<file path="config.mk">
export PLATFORM = sky130hd
export DESIGN_NAME = dpram_rr_arbiter
export DESIGN_NICKNAME = d
export VERILOG_FILES = /design/src/rtl/dpram_rr_arbiter.sv
export SDC_FILE = /design/constraint.sdc
export NUM_CORES = 1
export LEC_CHECK = 0
export CAP_MARGIN = 20
export CORE_AREA = 2 2 293 295
export DETAILED_ROUTE_END_ITERATION = 12
export DIE_AREA = 0 0 295 297
export HOLD_SLACK_MARGIN = 0.1
export PLACE_DENSITY_LB_ADDON = 0.08
export SLEW_MARGIN = 25
export SYNTH_ARGS = -nofsm -noshare
export SYNTH_HDL_FRONTEND = slang
export SYNTH_SLANG_ARGS = --single-unit
export TNS_END_PERCENT = 5
</file>
<file path="constraint.sdc">
create_clock -name clk -period 5.7 [get_ports clk]
set_input_delay 0.855 -clock clk [delete_from_list [all_inputs] [get_ports clk]]
set_output_delay 0.855 -clock clk [all_outputs]
set_load 0.03 [all_outputs]
</file>
<file path="src/rtl/dpram_rr_arbiter.sv">
// dpram_rr_arbiter
//   Shares one dual-port RAM with a one-cycle registered read output between
//   NUM_REQ requesters. Every cycle a round-robin scan starting at rr_ptr
//   grants up to two requests. The first valid requester goes to port A. The
//   next valid requester that has no same-address hazard against A goes to
//   port B. Granted commands are registered onto the RAM ports. Read data
//   comes back two cycles after the grant, tagged with the requester index.
//
// Ports
//   clk, reset                   clock, synchronous active-high reset
//   req_valid/req_wren           per-requester request valid / write flag
//   req_addr/req_wdata           flattened per-requester address / write data
//   req_grant                    combinational accept (transfer = valid & grant)
//   ram_address/wren/data_a|b    registered RAM command, one set per port
//   ram_out_a|b                  RAM read data
//   rd_valid/rd_tag/rd_data_a|b  tagged read return, aligned with ram_out
//   perf_busy_a|b                port busy-cycle counters
//
// Optional feature (macro DPRAM_ARB_PERF_CNT_EN)
//   Defined   : perf_busy_a/b count the cycles in which their port carries a
//               granted command. They saturate and clear on reset.
//   Undefined : perf_busy_a/b are tied to zero.

module dpram_rr_arbiter #(
  parameter int NUM_REQ = 4,
  parameter int IDW     = 2,
  parameter int AWIDTH  = 12,
  parameter int DWIDTH  = 60
) (
  input  logic                      clk,
  input  logic                      reset,
  input  logic [NUM_REQ-1:0]        req_valid,
  input  logic [NUM_REQ-1:0]        req_wren,
  input  logic [NUM_REQ*AWIDTH-1:0] req_addr,
  input  logic [NUM_REQ*DWIDTH-1:0] req_wdata,
  output logic [NUM_REQ-1:0]        req_grant,
  output logic [AWIDTH-1:0]         ram_address_a,
  output logic [AWIDTH-1:0]         ram_address_b,
  output logic                      ram_wren_a,
  output logic                      ram_wren_b,
  output logic [DWIDTH-1:0]         ram_data_a,
  output logic [DWIDTH-1:0]         ram_data_b,
  input  logic [DWIDTH-1:0]         ram_out_a,
  input  logic [DWIDTH-1:0]         ram_out_b,
  output logic                      rd_valid_a,
  output logic                      rd_valid_b,
  output logic [IDW-1:0]            rd_tag_a,
  output logic [IDW-1:0]            rd_tag_b,
  output logic [DWIDTH-1:0]         rd_data_a,
  output logic [DWIDTH-1:0]         rd_data_b,
  output logic [31:0]               perf_busy_a,
  output logic [31:0]               perf_busy_b
);

  logic [AWIDTH-1:0] addr_arr  [NUM_REQ];
  logic [DWIDTH-1:0] wdata_arr [NUM_REQ];

  genvar gi;
  generate
    for (gi = 0; gi < NUM_REQ; gi++) begin : g_unpack
      assign addr_arr[gi]  = req_addr[gi*AWIDTH +: AWIDTH];
      assign wdata_arr[gi] = req_wdata[gi*DWIDTH +: DWIDTH];
    end
  endgenerate

  logic [IDW-1:0] rr_ptr_reg;
  logic           grant_a_vld, grant_b_vld;
  logic [IDW-1:0] idx_a, idx_b;
  logic [IDW-1:0] last_idx, rr_ptr_next;

  // Round-robin scan. A requester that collides with A (same address and
  // either side writes) only loses port B. A later clean requester may still
  // take B.
  always_comb begin
    grant_a_vld = 1'b0;
    grant_b_vld = 1'b0;
    idx_a       = '0;
    idx_b       = '0;
    req_grant   = '0;
    for (int k = 0; k < NUM_REQ; k++) begin
      int             idx;
      logic [IDW-1:0] cand;
      idx = int'(rr_ptr_reg) + k;
      if (idx >= NUM_REQ) idx = idx - NUM_REQ;
      cand = IDW'(idx);
      if (req_valid[cand]) begin
        if (!grant_a_vld) begin
          grant_a_vld = 1'b1;
          idx_a       = cand;
        end else if (!grant_b_vld &&
                     !((addr_arr[cand] == addr_arr[idx_a]) &&
                       (req_wren[cand] || req_wren[idx_a]))) begin
          grant_b_vld = 1'b1;
          idx_b       = cand;
        end
      end
    end
    if (reset) begin
      grant_a_vld = 1'b0;
      grant_b_vld = 1'b0;
    end
    if (grant_a_vld) req_grant[idx_a] = 1'b1;
    if (grant_b_vld) req_grant[idx_b] = 1'b1;
  end

  // The pointer moves just past the last requester served this cycle.
  assign last_idx    = grant_b_vld ? idx_b : idx_a;
  assign rr_ptr_next = (last_idx == IDW'(NUM_REQ - 1)) ? '0 : last_idx + IDW'(1);

  // Reads issued to the RAM this cycle. These are delayed one more stage so
  // that they line up with the RAM's registered output.
  logic           issue_rd_a_reg, issue_rd_b_reg;
  logic [IDW-1:0] issue_tag_a_reg, issue_tag_b_reg;

  always_ff @(posedge clk) begin
    if (reset) begin
      rr_ptr_reg      <= '0;
      ram_address_a   <= '0;
      ram_address_b   <= '0;
      ram_wren_a      <= 1'b0;
      ram_wren_b      <= 1'b0;
      ram_data_a      <= '0;
      ram_data_b      <= '0;
      issue_rd_a_reg  <= 1'b0;
      issue_rd_b_reg  <= 1'b0;
      issue_tag_a_reg <= '0;
      issue_tag_b_reg <= '0;
      rd_valid_a      <= 1'b0;
      rd_valid_b      <= 1'b0;
      rd_tag_a        <= '0;
      rd_tag_b        <= '0;
    end else begin
      // An idle port keeps its address and data and performs a harmless read.
      ram_wren_a <= grant_a_vld & req_wren[idx_a];
      ram_wren_b <= grant_b_vld & req_wren[idx_b];
      if (grant_a_vld) begin
        ram_address_a <= addr_arr[idx_a];
        ram_data_a    <= wdata_arr[idx_a];
      end
      if (grant_b_vld) begin
        ram_address_b <= addr_arr[idx_b];
        ram_data_b    <= wdata_arr[idx_b];
      end
      issue_rd_a_reg  <= grant_a_vld & ~req_wren[idx_a];
      issue_rd_b_reg  <= grant_b_vld & ~req_wren[idx_b];
      issue_tag_a_reg <= idx_a;
      issue_tag_b_reg <= idx_b;
      rd_valid_a      <= issue_rd_a_reg;
      rd_valid_b      <= issue_rd_b_reg;
      rd_tag_a        <= issue_tag_a_reg;
      rd_tag_b        <= issue_tag_b_reg;
      if (grant_a_vld) rr_ptr_reg <= rr_ptr_next;
    end
  end

  assign rd_data_a = ram_out_a;
  assign rd_data_b = ram_out_b;

`ifdef DPRAM_ARB_PERF_CNT_EN
  // A port counts as busy in the cycle its registered command is at the RAM.
  logic        cmd_vld_a_reg, cmd_vld_b_reg;
  logic [31:0] busy_a_reg, busy_b_reg;

  always_ff @(posedge clk) begin
    if (reset) begin
      cmd_vld_a_reg <= 1'b0;
      cmd_vld_b_reg <= 1'b0;
      busy_a_reg    <= '0;
      busy_b_reg    <= '0;
    end else begin
      cmd_vld_a_reg <= grant_a_vld;
      cmd_vld_b_reg <= grant_b_vld;
      if (cmd_vld_a_reg && (busy_a_reg != 32'hFFFF_FFFF)) busy_a_reg <= busy_a_reg + 32'd1;
      if (cmd_vld_b_reg && (busy_b_reg != 32'hFFFF_FFFF)) busy_b_reg <= busy_b_reg + 32'd1;
    end
  end

  assign perf_busy_a = busy_a_reg;
  assign perf_busy_b = busy_b_reg;
`else
  assign perf_busy_a = '0;
  assign perf_busy_b = '0;
`endif

endmodule

</file>
==> metrics.cfg, run 1 <==
[worst_setup_path]
regToRegSetupSlack_ns=0.78
crit_slowest_cell=mux4_2
cp_data_required_time_ns=4.85
critPathKind=in -> out
worst_path_most_repeated_cell=buf_12
worstPathArrival_ns=4.65
reg2reg_depth=18
cp-end-kind=primary output
worst-path-max-fanout=6
crit_chain=dlygate4sd2_1 -> nand2b_1 -> a21o_1 -> o21ai_1 -> ha_2 -> clkinv_4 -> buf_12 -> buf_4 -> mux4_2 -> xnor2_1 -> o31a_1 -> nand4_1 -> buf_6 -> buf_12 -> a221oi_4 -> or4_4 -> nand2_4 -> buf_4 -> o32ai_4 -> buf_12
worst_path_largest_cell_delay_ns=0.42
cp_top_family=buffers and inverters
reg2reg_from=rr_ptr_reg[0]
worst-path-buf-inv=8
r2r-end=ram_address_b[3]
startpoint=req_valid[2]
cp-start-kind=primary input

[drt]
met2WireLength_mm=39.1
avgViaCountPerCell=4.63
topRoutingLayerUsed=met5
antenna_left=0
wl_per_cell_um=24.4
met3RoutedLength_mm=5.38
vias=15200
drt-total-wl_mm=80.2
drc=0
routedLengthMet1_mm=33.4
drt-initial-drc-count=763
firstDrtPassIters=5

[grt]
grt_antenna_before_repair=20
grt_first_pass_wirelength_mm=115
first_global_vias=15500
grtUsageTotal_pct=17.8
grt_overflow=0
grt_max_degree=92

[timing]
fin_crit_sh_pct=96.6
skew_ns=0.0128
worstMarginPinSlew_ns=0.987
relSlewSlack_pct=34.2
fin_crit_ns=5.51
rsz0062_at_grt=no
setup_viol=0
fmax_mhz=182
hold_violations=0
drv_slew=0

[synth]
synth_simple_gate_area_share_pct=17.8
synth_edf_count=0
yosys.cell_count.top_type=nand2_1
synth_area_leaders=dfxtp_1 22%, buf_4 9.7%, mux4_2 8.6%, mux2i_1 7.3%, nand2_1 6.3%
yosys_warnings=0
synth_top_family_by_area=compound AO/OA/AOI/OAI gates
ys_ff_latch=160
synthFlopType=dfxtp_1
synthAdderAreaFrac_pct=0.157
syn-mean-instance-area_um2=7.91
synth_area_um2=14300
synth_compound_area_share_pct=25.8
synth.distinct_cells=71
synth_top_cell_by_area=dfxtp_1
synth_xor_area_share_pct=1.89
synth_top_cell_area_share_pct=22.3
ys_top_cells_by_count=241 x nand2_1, 186 x buf_4, 160 x dfxtp_1
netlist_instances=1813
muxShareOfSynthArea_pct=16.5
synth_async_sr_flop_share_pct=0
ys_seq_area_share_pct=22.3

[hold_path]
min_from=issue_tag_a_reg[1]
hold_depth=1
min_delay_worst_endpoint=rd_tag_a[1]
hp-class=reg -> reg

[floorplan]
core_region_area_um2=84500
chipHeight_um=297
rows=107
initial_core_util_pct=17.0
io_pins=758
die_w_um=295
die-area_um2=87600

[place]
place_congestion=0.826
post_dp_cell_area_um2=19800
port_buffers=453
dp_hpwl_mm=58.3

[clock_tree]
cts.htree.levels=4
path_clk_slew_ns=0.07
numClockSinks=160
clkLatencyLatePin_ns=0.49
root_buffer=clkbuf_16
clk_path_buf_depth=2
numCtsBuffers=17
hold_buffers=0
cts_tree=done

[flow_run]
cap_viol_max_count=0

[pwr]
p_int_mw=5.73
p_switching_mw=5.87
cellPowerDensity_nw_per_um2=564
vdd_drop_max_mv=0.269
sequentialPowerShare_pct=15.6
p_comb_share_pct=73.5
sw_frac_of_total_pct=50.6
p_leak_nw=7.49
power_frac_clock_pct=10.9

[status]
status=completed

[cells_and_area]
final_area_um2=20600
fin_nets=2549
utilization_pct=24.3
biggestRegsByFlops=ram_data_a x60, ram_data_b x60
drive_gt1_share_pct=12.7
area_growth_pct=43.5

timing repair:
| item | 4_1_cts | 5_1_grt |
|---|---|---|
| resized for setup | 23 | 3 |
| endpoints found under the hold margin | 0 | 0 |
| pin swaps | 13 | 1 |
| endpoints found under the setup margin | 4 | 4 |
| gates cloned | 1 | 0 |
| buffers inserted | 9 | 0 |
power by group through the flow:
stage	Clock (mW)	Combinational, mW	Sequential (mW)
floorplan	0	4.57	2.52
global placement	0	8.51	1.83
detailed placement	0	8.49	1.83
CTS	1.34	8.67	1.82
global route	1.38	9.17	1.87
finish	1.26	8.53	1.81
worst reg2reg max path, stage by stage, from the launching register on:
cell and delay, ns:
dfxtp_2 0.41, buf_4 0.35, ha_2 0.29, clkinv_4 0.10, buf_12 0.16, buf_4 0.14, mux4_2 0.42, xnor2_1 0.20
o31a_1 0.23, nand4_1 0.23, buf_6 0.21, buf_12 0.12, a221oi_4 0.29, or4_4 0.21, buf_4 0.56, buf_4 0.51
nand3_1 0.15, a21o_1 0.17, o211ai_1 0.08
kinds of logic after synthesis:
| family | count (synthesis) |
|---|---|
| AO/OA/AOI/OAI | 533 |
| XOR/XNOR | 31 |
| adder cells (fa/ha/maj) | 2 |
| buffers and inverters | 368 |
| flip-flops | 160 |
| multiplexers | 166 |
| other | 1 |
| AND/OR/NAND/NOR | 552 |
how the worst max path moves through the flow:
stage                     depth (start not counted)           end  slack, ns
after detailed placement                         13  req_grant[0]      -0.25
after floorplan                                  22  req_grant[1]       0.05
after CTS                                        16  req_grant[2]       0.10
final                                            20  req_grant[0]       0.19
after global routing                             22  req_grant[0]       0.02
after global placement                           14  req_grant[0]      -0.20
layer usage:
metal  up-vias  track usage [%]
met2       561             30.1
met4        32             5.25
li1       7000                -
met1      7519             21.6
met3       117             5.43
met5         -                0
area by class of cell:
| class | count | area [um^2] |
|---|---|---|
| fill | 9214 | 63900 |
| multi-input combinational | 1348 | 9340 |
| timing repair buffer | 588 | 5920 |
| sequential | 160 | 3210 |
| tap | 1144 | 1430 |
| clock buffer | 19 | 443 |
| clock inverter | 13 | 145 |
| inverter | 15 | 62.6 |
| antenna | 5 | 12.5 |
stage by stage:
stage | std cells | power, mW | setup WS (ns) | hold slack [ns] | TNS, ns
2_1_floorplan | 1876 | 7.08 | 0.0511 | 0.414 | 0
3_3_place_gp | 3245 | 10.3 | -0.200 | 0.435 | -2.34
3_5_place_dp | 3245 | 10.3 | -0.247 | 0.450 | -4.09
4_1_cts | 3287 | 11.8 | 0.105 | 0.465 | 0
5_1_grt | 3290 | 12.4 | 0.0163 | 0.475 | 0
6_report | 3292 | 11.6 | 0.191 | 0.453 | 0
cell usage in the layout (no fill, tap or decap), types with 11 or more instances in the layout:
cell type | netlist | layout
o21ai_0 | 96 | 93
dfxtp_1 | 160 | 158
and3_1 | 12 | 11
inv_1 | 12 | 12
clkbuf_16 | 0 | 17
xnor2_1 | 16 | 16
a21o_1 | 74 | 74
mux2i_1 | 104 | 103
clkdlybuf4s50_1 | 0 | 444
a311oi_1 | 74 | 74
nand2_1 | 241 | 238
nand3_1 | 81 | 81
buf_4 | 186 | 107
nor2_1 | 93 | 92
a211oi_1 | 84 | 84
conb_1 | 1 | 64
o211ai_1 | 74 | 74
a21oi_1 | 93 | 93
buf_12 | 0 | 29
mux4_2 | 55 | 55
and2_1 | 75 | 74
nor2b_1 | 12 | 11
xor2_1 | 15 | 14
Power figures use the tool's default switching activity.
==> inputs of run 2 (changes only) <==
--- a/config.mk
+++ b/config.mk
@@ -6,9 +6,9 @@
 export NUM_CORES = 1
 export LEC_CHECK = 0
 export CAP_MARGIN = 20
-export CORE_AREA = 2 2 293 295
+export CORE_AREA = 2 2 295 297
 export DETAILED_ROUTE_END_ITERATION = 12
-export DIE_AREA = 0 0 295 297
+export DIE_AREA = 0 0 297 299
 export HOLD_SLACK_MARGIN = 0.1
 export PLACE_DENSITY_LB_ADDON = 0.08
 export SLEW_MARGIN = 25
==> constraint.sdc (replaced) <==
create_clock -name clk -period 5.25 [get_ports clk]
set_input_delay 0.7875 -clock clk [delete_from_list [all_inputs] [get_ports clk]]
set_output_delay 0.7875 -clock clk [all_outputs]
set_load 0.03 [all_outputs]
==> metrics.cfg, run 2 (synthesis gave the netlist of run 1 again) <==
[status]
status=finished, violations left  ; was completed
violations=negative setup slack

[clock_tree]
root_buffer=clkbuf_16  ; unchanged
numCtsBuffers=17  ; unchanged
clkLatencyLatePin_ns=0.51  ; was 0.49 ns
cts_tree=done  ; unchanged
path_clk_slew_ns=0.07  ; about the same
numClockSinks=160  ; unchanged
clk_path_buf_depth=2  ; unchanged
cts.htree.levels=4  ; unchanged
hold_buffers=0  ; unchanged

[hold_path]
hold_depth=1  ; unchanged
min_from=issue_tag_b_reg[0]  ; was issue_tag_a_reg[1]
hp-class=reg -> reg  ; unchanged
min_delay_worst_endpoint=rd_tag_b[0]  ; was rd_tag_a[1]

[drt]
drc=0  ; unchanged
wl_per_cell_um=23.9  ; was 24.4 um
drt-total-wl_mm=80.4  ; was 80.2 mm
drt-initial-drc-count=861  ; was 763
vias=15600  ; was 15200
avgViaCountPerCell=4.64  ; was 4.63
antenna_left=0  ; unchanged
firstDrtPassIters=7  ; was 5

[cells_and_area]
biggestRegsByFlops=ram_data_a x60, ram_data_b x60  ; unchanged
area_growth_pct=47.8  ; was 43.5%
layout.cells.non_filler=3360  ; was 3292
regArea_um2=3210  ; about the same
final_cell_mix=444 x clkdlybuf4s50_1, 236 x nand2_1, 158 x dfxtp_1, 147 x buf_4, 102 x mux2i_1  ; was 444 x clkdlybuf4s50_1, 238 x nand2_1, 158 x dfxtp_1, 107 x buf_4, 103 x mux2i_1
drive_gt1_share_pct=15.8  ; was 12.7%
fill_cells=9331  ; was 9214
mostFrequentLayoutCell=clkdlybuf4s50_1  ; unchanged
fin_nets=2604  ; was 2549
multi_input_area_um2=9460  ; was 9340 um^2

[pwr]
sequentialPowerShare_pct=14.9  ; was 15.6%
vdd_drop_max_mv=0.349  ; was 0.269 mV
sw_frac_of_total_pct=50.0  ; was 50.6%
cellPowerDensity_nw_per_um2=622  ; was 564 nW/um^2
power_frac_clock_pct=10.4  ; was 10.9%
p_comb_share_pct=74.8  ; was 73.5%
p_leak_nw=7.80  ; was 7.49 nW
power.total_mw=13.2  ; was 11.6 mW
p_switching_mw=6.59  ; was 5.87 mW
p_int_mw=6.58  ; was 5.73 mW

[timing]
fin_crit_ns=5.32
fmax_mhz=188
setup_viol=1  ; was 0
drv_slew=0  ; unchanged
worst_slack_ns=-0.0700  ; was 0.191 ns
skew_ns=0.0192  ; was 0.0128 ns
fin_crit_sh_pct=101
rsz0062_at_grt=yes  ; was no
worstMarginPinSlew_ns=0.978  ; was 0.987 ns
relSlewSlack_pct=34.8  ; was 34.2%
hold_violations=0  ; unchanged

[place]
place_congestion=0.816  ; was 0.826
place_ws_ns=-0.442  ; was -0.247 ns
dp.cells=3288  ; was 3245
dp_hpwl_mm=56.9  ; was 58.3 mm
port_buffers=453  ; unchanged

[worst_setup_path]
critPathKind=in -> out  ; unchanged
regToRegSetupSlack_ns=0.48  ; was 0.78 ns
cp-start-kind=primary input  ; unchanged
r2r-end=ram_data_b[28]  ; was ram_address_b[3]
crit_chain=buf_2 -> buf_6 -> mux4_2 -> mux2i_4 -> a31oi_4 -> buf_12 -> buf_6 -> mux4_2 -> xnor2_2 -> nand4_1 -> o31ai_4 -> buf_12 -> o311ai_4 -> buf_6 -> o32ai_4 -> buf_12  ; was dlygate4sd2_1 -> nand2b_1 -> a21o_1 -> o21ai_1 -> ha_2 -> clkinv_4 -> buf_12 -> buf_4 -> mux4_2 -> xnor2_1 -> o31a_1 -> nand4_1 -> buf_6 -> buf_12 -> a221oi_4 -> or4_4 -> nand2_4 -> buf_4 -> o32ai_4 -> buf_12
crit_slowest_cell=mux4_2  ; unchanged
worst_path_largest_cell_delay_ns=0.51  ; was 0.42 ns
reg2reg_from=rr_ptr_reg[0]  ; unchanged
worst-path-max-fanout=5  ; was 6
worst-path-buf-inv=7  ; was 8
reg2reg_depth=19  ; was 18
cp_data_required_time_ns=4.46  ; was 4.85 ns
cp-end-kind=primary output  ; unchanged
cp_top_family=multiplexers  ; was buffers and inverters
worstPathArrival_ns=4.53  ; was 4.65 ns

[floorplan]
die-area_um2=88800  ; was 87600 um^2
rows=108  ; was 107
io_pins=758  ; unchanged
chipHeight_um=299  ; was 297 um
die_w_um=297  ; was 295 um
initial_core_util_pct=16.7  ; was 17.0%
core_region_area_um2=85900  ; was 84500 um^2

[grt]
met1_usage_pct=20.9  ; was 21.6%
first_global_vias=15900  ; was 15500
use_met2_pct=29.8  ; was 30.1%
grt_antenna_before_repair=22  ; was 20
grt_overflow=0  ; unchanged
grt_util_met3_pct=5.68  ; was 5.43%
grt_max_degree=90  ; was 92
grtUsageTotal_pct=17.7  ; was 17.8%
grt_first_pass_wirelength_mm=116  ; was 115 mm
grt_busiest_layer=met2  ; unchanged

[flow_run]
cap_viol_max_count=0  ; unchanged

run 2: stage by stage:
step | area, um^2 | TNS (ns) | hold WS (ns) | utilization, %
3_5_place_dp | 20100 | -25.49 | 0.433 | 23.4
3_3_place_gp | 20100 | -25.07 | 0.434 | 23.4
2_1_floorplan | 14800 | 0 | 0.414 | -
4_1_cts | 21100 | -0.179 | 0.454 | 24.5
6_report | 21200 | -0.0700 | 0.444 | 24.6
5_1_grt | 21200 | -0.758 | 0.471 | 24.6
run 2: repair_timing:
| item | 4_1_cts | 5_1_grt |
|---|---|---|
| cloned | 1 | 0 |
| endpoints found under the setup margin | 4 | 4 |
| pin swaps | 28 | 15 |
| setup buffers | 25 | 7 |
| gates resized for setup | 55 | 15 |
run 2: worst max path at each step:
stage,from,to,slack (ns),cells past startpoint
after floorplan,req_valid[3],req_grant[3],0.008,18
after global placement,req_valid[0],req_grant[1],-0.46,21
after detailed placement,req_valid[3],req_grant[1],-0.44,19
after CTS,rr_ptr_reg[0],req_grant[0],-0.07,19
after global routing,rr_ptr_reg[0],req_grant[0],-0.23,16
final,req_valid[2],req_grant[0],-0.07,16
run 2: power groups by stage:
stage,Combinational [mW],Clock (mW),Sequential (mW)
floorplan,5.07,0,2.73
global placement,9.48,0,2.00
detailed placement,9.48,0,2.00
CTS,9.88,1.44,1.97
global route,10.5,1.48,2.03
finish,9.85,1.36,1.96
run 2: worst reg2reg max path, cell delays in order, from the launching register on:
cell	delay [ns]
dfxtp_4	0.42
buf_6	0.13
buf_6	0.13
mux4_2	0.35
mux2i_4	0.24
a31oi_4	0.32
buf_12	0.18
buf_6	0.10
mux4_2	0.51
xnor2_2	0.15
nand4_1	0.15
o31ai_4	0.41
buf_12	0.16
buf_4	0.12
a21oi_1	0.08
nor2b_4	0.16
clkinv_2	0.08
buf_4	0.11
buf_4	0.52
o211ai_1	0.30
run 2: routing by layer:
metal | wire (um) | share of wire, %
met3 | 5950 | 7.4
met4 | 2380 | 3.0
met2 | 39200 | 49
met5 | 171 | 0.21
met1 | 32700 | 41
run 2: layout make-up:
class | instances | share of cell area (%)
Multi-Input combinational cell | 1348 | 44.7
Clock inverter | 10 | 0.496
Tap cell | 1155 | 6.82
Timing Repair Buffer | 643 | 30.3
Antenna cell | 8 | 0.0945
Clock buffer | 21 | 2.17
Inverter | 15 | 0.301
Sequential cell | 160 | 15.2
